[src/rtl/energy_peak_tracker.sv]
// energy_peak_tracker: windowed per-direction energy integration with double-banked argmax scan.
module energy_peak_tracker #(
  parameter  int NUM_DIR  = 8,
  parameter  int WIN_LOG2 = 2,
  localparam int DW = $clog2(NUM_DIR),
  localparam int AW = 64 + WIN_LOG2
) (
  input  logic                i_50M_clk,
  input  logic                i_rst_n,
  input  logic                i_valid,
  input  logic [63:0]         i_energy,
  input  logic                i_clear,
  output logic                o_valid,
  output logic [DW-1:0]       o_dir,
  output logic [AW-1:0]       o_peak,
  output logic [WIN_LOG2-1:0] o_frame_idx
);
  typedef enum logic [1:0] {IDLE, SCAN, DONE} state_t;
  localparam logic [DW-1:0] LAST_DIR = DW'(NUM_DIR - 1);
  state_t state, state_d;
  logic [DW-1:0] dir_cnt, k, best_idx;
  logic [WIN_LOG2-1:0] frame_cnt;
  logic bank_w, accept, last_dir, win_end, last_k;
  logic [AW-1:0] acc [2][NUM_DIR];
  logic [AW-1:0] ext, rd, best_val;
  assign accept      = i_valid & ~i_clear;
  assign last_dir    = dir_cnt == LAST_DIR;
  assign win_end     = accept & last_dir & (&frame_cnt);
  assign last_k      = k == LAST_DIR;
  assign ext         = i_energy[63] ? '0 : {{WIN_LOG2{1'b0}}, i_energy};
  assign rd          = acc[~bank_w][k];
  assign o_frame_idx = frame_cnt;
  // Frame 0 overwrites, so stale data from the previous window never needs a clear pass.
  always_ff @(posedge i_50M_clk)
    if (accept) acc[bank_w][dir_cnt] <= (frame_cnt == '0) ? ext : acc[bank_w][dir_cnt] + ext;
  always_ff @(posedge i_50M_clk or negedge i_rst_n)
    if (!i_rst_n) begin
      dir_cnt   <= '0;
      frame_cnt <= '0;
      bank_w    <= 1'b0;
    end else if (i_clear) begin
      dir_cnt   <= '0;
      frame_cnt <= '0;
    end else if (i_valid) begin
      dir_cnt <= last_dir ? '0 : dir_cnt + 1'b1;
      if (last_dir) frame_cnt <= frame_cnt + 1'b1;
      if (win_end) bank_w <= ~bank_w;
    end
  always_ff @(posedge i_50M_clk or negedge i_rst_n)
    if (!i_rst_n) state <= IDLE;
    else state <= state_d;
  always_comb begin
    state_d = state;
    if (i_clear) state_d = IDLE;
    else if (state == IDLE && win_end) state_d = SCAN;
    else if (state == SCAN && last_k) state_d = DONE;
    else if (state == DONE) state_d = IDLE;
  end
  // The scan always reads the bank not being written; ties keep the lower index.
  always_ff @(posedge i_50M_clk or negedge i_rst_n)
    if (!i_rst_n) begin
      k        <= '0;
      best_val <= '0;
      best_idx <= '0;
      o_valid  <= 1'b0;
      o_dir    <= '0;
      o_peak   <= '0;
    end else begin
      k       <= (state == SCAN && !i_clear && !last_k) ? k + 1'b1 : '0;
      o_valid <= state == DONE && !i_clear;
      if (state == SCAN && (k == '0 || rd > best_val)) begin
        best_val <= rd;
        best_idx <= k;
      end
      if (state == DONE && !i_clear) begin
        o_dir  <= best_idx;
        o_peak <= best_val;
      end
    end
endmodule
[config.mk]
export PLATFORM = sky130hd
export DESIGN_NAME = energy_peak_tracker
export DESIGN_NICKNAME = d
export VERILOG_FILES = /design/src/rtl/energy_peak_tracker.sv
export SDC_FILE = /design/constraint.sdc
export NUM_CORES = 2
export LEC_CHECK = 0
export ABC_AREA = 1
export BUFFER_PORTS_ARGS = -buffer_cell sky130_fd_sc_hd__buf_2
export CORE_MARGIN = 10
export CORE_UTILIZATION = 65
export CTS_CLUSTER_DIAMETER = 200
export DETAILED_ROUTE_END_ITERATION = 12
export PLACE_DENSITY_LB_ADDON = 0.05
export SYNTH_ARGS = -nofsm -noshare
export SYNTH_HDL_FRONTEND = slang
export SYNTH_SLANG_ARGS = --single-unit
[constraint.sdc]
create_clock -name i_50M_clk -period 18.2 [get_ports i_50M_clk]
set_input_delay 5.46 -clock i_50M_clk [delete_from_list [all_inputs] [get_ports i_50M_clk]]
set_output_delay 5.46 -clock i_50M_clk [all_outputs]
set_load 0.05 [all_outputs]
==> flow_results.org <==
** Global routing
- Maximum number of pins on one net before global-route repair :: between 200 and 250
- Busiest metal layer after global routing :: met2
- The first global-routing pass estimated around 300 mm of wire.
- Total routing resource utilization after global routing :: 0.348
- Routing usage on met3 :: 0.0936
- Met1 Use GR :: 0.479
- Leftover overflow at the end of global routing :: 0
- The initial antenna violation count was 7.
- The number of global-route vias before repair is ~49000.
- In the global route stage, met2 resource usage came out at 0.524.

** Placed design
- Routability-driven placement finished with a final weighted congestion of between 1 and 1.5.
- Placed wire-length estimate after detailed placement :: ~120 mm
- Port buffering added between 100 and 150 buffers.
- Placed cells :: around 8000

** Job
- Number of max-capacitance violations reported :: 0

** Synthesis
- The share of synthesized area in the top cell type comes to 0.496.
- Leading cell type by number of instances after synthesis :: o21ai_0
- Counting flops and latches in the post-synthesis netlist gives about 1200.
- The number of nets handed over by synthesis was 7351.
- Mapped Cells :: a little over 7000
- Top cell type by total area after synthesis :: edfxtp_1
- Number of enable-type register cells in the synthesized netlist :: roughly 1100
- Synth top area cells :: edfxtp_1, o21ai_0, nand2_1
- After synthesis, the share of flip-flops with an asynchronous set or reset is 0.124.
- Fraction of the yosys area taken by sequential cells :: 0.555
- Each instance of the synthesized netlist takes up on average a little under 9 sq um.
- The mapped netlist covers around 64000 sq um.
- For this run, the number of Yosys warnings is 0.
- The number of different library cells used by synthesis comes to 39.
- For this run, the leading register cell type out of synthesis is edfxtp_1.
- The commonest cells after synthesis are o21ai_0, edfxtp_1, nand2_1.

** Clock tree
- In this run, post-CTS hold repair placed 0 buffers.
- Post-CTS timing repair inserted 0 buffers for setup.
- TritonCTS built the clock tree.
- Clk slew on worst S/H paths :: approximately 0.06 ns
- The clock drives 1206 sinks.
- Buffers inserted during clock tree synthesis total ~120.
- Buffer levels on the longest clock path :: 3
- Clock insertion delay at the later pin of the skew report :: around 0.75 ns
- Gates resized during post-CTS repair numbered 0.
- Root buffer selected by CTS :: clkbuf_16
- Number of H-tree levels :: 3

** Detailed routing
- The count of nets left with antenna violations once routing finished came out at 0.
- Summing over every cut layer, the via total after detailed routing is 54000.
- The detailed router finished its first iteration with 7880 violations.
- In the routed layout, each cell is associated on average with a via count of ~6.4.
- In the final routed layout, each cell accounts on average for about 24 microns.
- DRT Pass-1 Iters :: 7
- DRT Wirelength :: between 200 and 250 mm
- For this run, design rule violations remaining after detail routing come to 0.

** Timing
- Max Clock Freq :: between 0.1 and 0.15 GHz
- Measured against its own limit, the worst slew margin works out to 0.103.
- The clock period could shrink to between 8 and 9 ns.
- Setup TNS :: 0 ns
- Number of setup violations in the final report :: 0
- In the finished design, the share of the clock period the worst path needs comes to 0.490.
- Hold_ws :: 0.463 ns
- Final-report max-slew violation count :: 0
- Worst clock skew :: roughly 0.045 ns
- For the pin with the worst max-slew slack, the measured transition is between 1 and 1.5 ns.
- Unrepaired setup endpoints after global routing :: false
- Final hold violations :: 0

** Cells and area
- Post-Layout Cell Count :: approximately 8400
- Proportion of layout cells with a drive suffix above 1 :: 0.0624
- Area added between synthesis and finish :: 8.12%
- Fill cell count :: approximately 7300
- Number of nets in the finished design :: approximately 7200

** Setup path
- Walking the worst path, the cells encountered are buf_2, buf_4, inv_1, nand2_1, inv_1, ha_1, a21oi_1, a21boi_0, o21ai_0, a21oi_1, nand3_1, a31oi_1.
- The worst register-to-register path has a depth of 20.
- Of all nets on the critical path, the largest fanout is 51.
- Critical Path AT :: ~9.3 ns
- STA classifies the critical path endpoint as a flip-flop.
- Critical Path RT :: between 15 and 20 ns
- The slowest stage of the critical path belongs to the cell a31oi_1.
- Largest stage delay on the critical path :: 1.06 ns
- The critical path is of the in2reg type.
- STA classifies the critical path startpoint as a primary input.

** Floorplanning
- Starting density of the core :: 0.658
- Number of I/O pins :: between 100 and 150
- The initialized floorplan defines ~110 standard-cell rows.
- Area of the placeable core :: just under 100000 sq um
- Die Outline Area :: 111000 sq um
- The floorplan step set the die width to 333 microns.
- Vertical die dimension :: around 330 microns

** Pwr
- VDD sags by at most 86.8 uV.
- In this run the power density over the cells is 88.4 nW/um^2.
- Leak pwr :: approximately 26 nW

** Min path
- The path class of the tightest hold or removal check is reg2reg.
- Along the worst hold path, the cell count comes to 2.

** Outcome
- The flow ran to the end, and the final reports show no timing, DRC or antenna violations.
registers in the layout (all words and copies together), names as in the netlist:
register,count
acc,1056
bank_w,1
best_idx,3
best_val,66
dir_cnt,3
k,3
o_dir,3
o_frame_idx,2
o_peak,66
o_valid,1
state,2
area by class of cell:
type | instances | area, sq um | area share
Sequential cell | 1206 | 35500 | 0.514
Multi-Input combinational cell | 4842 | 24200 | 0.350
Clock buffer | 154 | 3170 | 0.0459
Inverter | 618 | 2340 | 0.0339
Tap cell | 1276 | 1600 | 0.0231
Timing Repair Buffer | 241 | 1560 | 0.0225
Clock inverter | 71 | 748 | 0.0108
Antenna cell | 4 | 10.0 | 0.000145
report_power, final:
| group | internal, mW | switching [mW] |
|---|---|---|
| clock network | 1.41 | 1.06 |
| registers | 3.04 | 0.0148 |
| logic | 0.160 | 0.421 |
| total | 4.61 | 1.50 |
cell usage in the layout, fill, tap and decap left out, types with 138 or more instances in the layout:
cell / synthesis / routed
o211ai_1: 253 / 253
a21oi_1: 651 / 651
edfxtp_1: 1056 / 1056
nand2_1: 1028 / 1028
buf_2: 107 / 138
o21ai_0: 1289 / 1276
o21ai_1: 171 / 184
nor2_1: 781 / 777
nand3_1: 313 / 313
dfrtp_1: 150 / 145
inv_1: 612 / 610
path summary, 6_finish.rpt:
kind / end / slack (ns) / start
max: acc[0][362] / 9.28 / i_energy[63]
min: o_dir[0] / 0.46 / o_dir[0]
max reg2reg: best_val[11] / 10.06 / bank_w
min reg2reg: o_dir[0] / 0.46 / o_dir[0]
max in group asynchronous: best_val[42] / 12.09 / i_rst_n
min in group asynchronous: o_peak[20] / 4.76 / i_rst_n
cell families after synthesis:
| logic type | count (synthesis) | share of synthesized area |
|---|---|---|
| AO/OA/AOI/OAI | 2413 | 0.201 |
| XOR/XNOR | 31 | 0.00425 |
| adder cells (fa/ha/maj) | 137 | 0.0270 |
| buffers and inverters | 1098 | 0.0685 |
| flip-flops | 1206 | 0.555 |
| AND/OR/NAND/NOR | 2261 | 0.144 |
layer usage:
| layer | routed length [microns] | vias up |
|---|---|---|
| met5 | 12 | - |
| met4 | 8450 | 2 |
| met3 | 29600 | 533 |
| met2 | 87100 | 3403 |
| met1 | 75800 | 25300 |
| li1 | - | 24800 |
worst max-delay path: cells and delay by family:
family                     cells  cell delay (ns)
AOI/OAI and AO/OA              5             2.07
adders and majority gates      1             0.35
buffers and inverters          4             1.09
and+or+nand+nor                2             0.26
per-stage QoR:
stage	cell area, sq um	worst slack [ns]	util	total power, mW
floorplan	63900	7.25	-	3.47
global placement	65100	8.64	0.671	3.67
detailed placement	65100	8.54	0.671	3.67
CTS	69100	9.30	0.711	6.10
global route	69100	9.02	0.711	6.28
finish	69100	9.28	0.711	6.11
(Power assumes the default switching activity.)
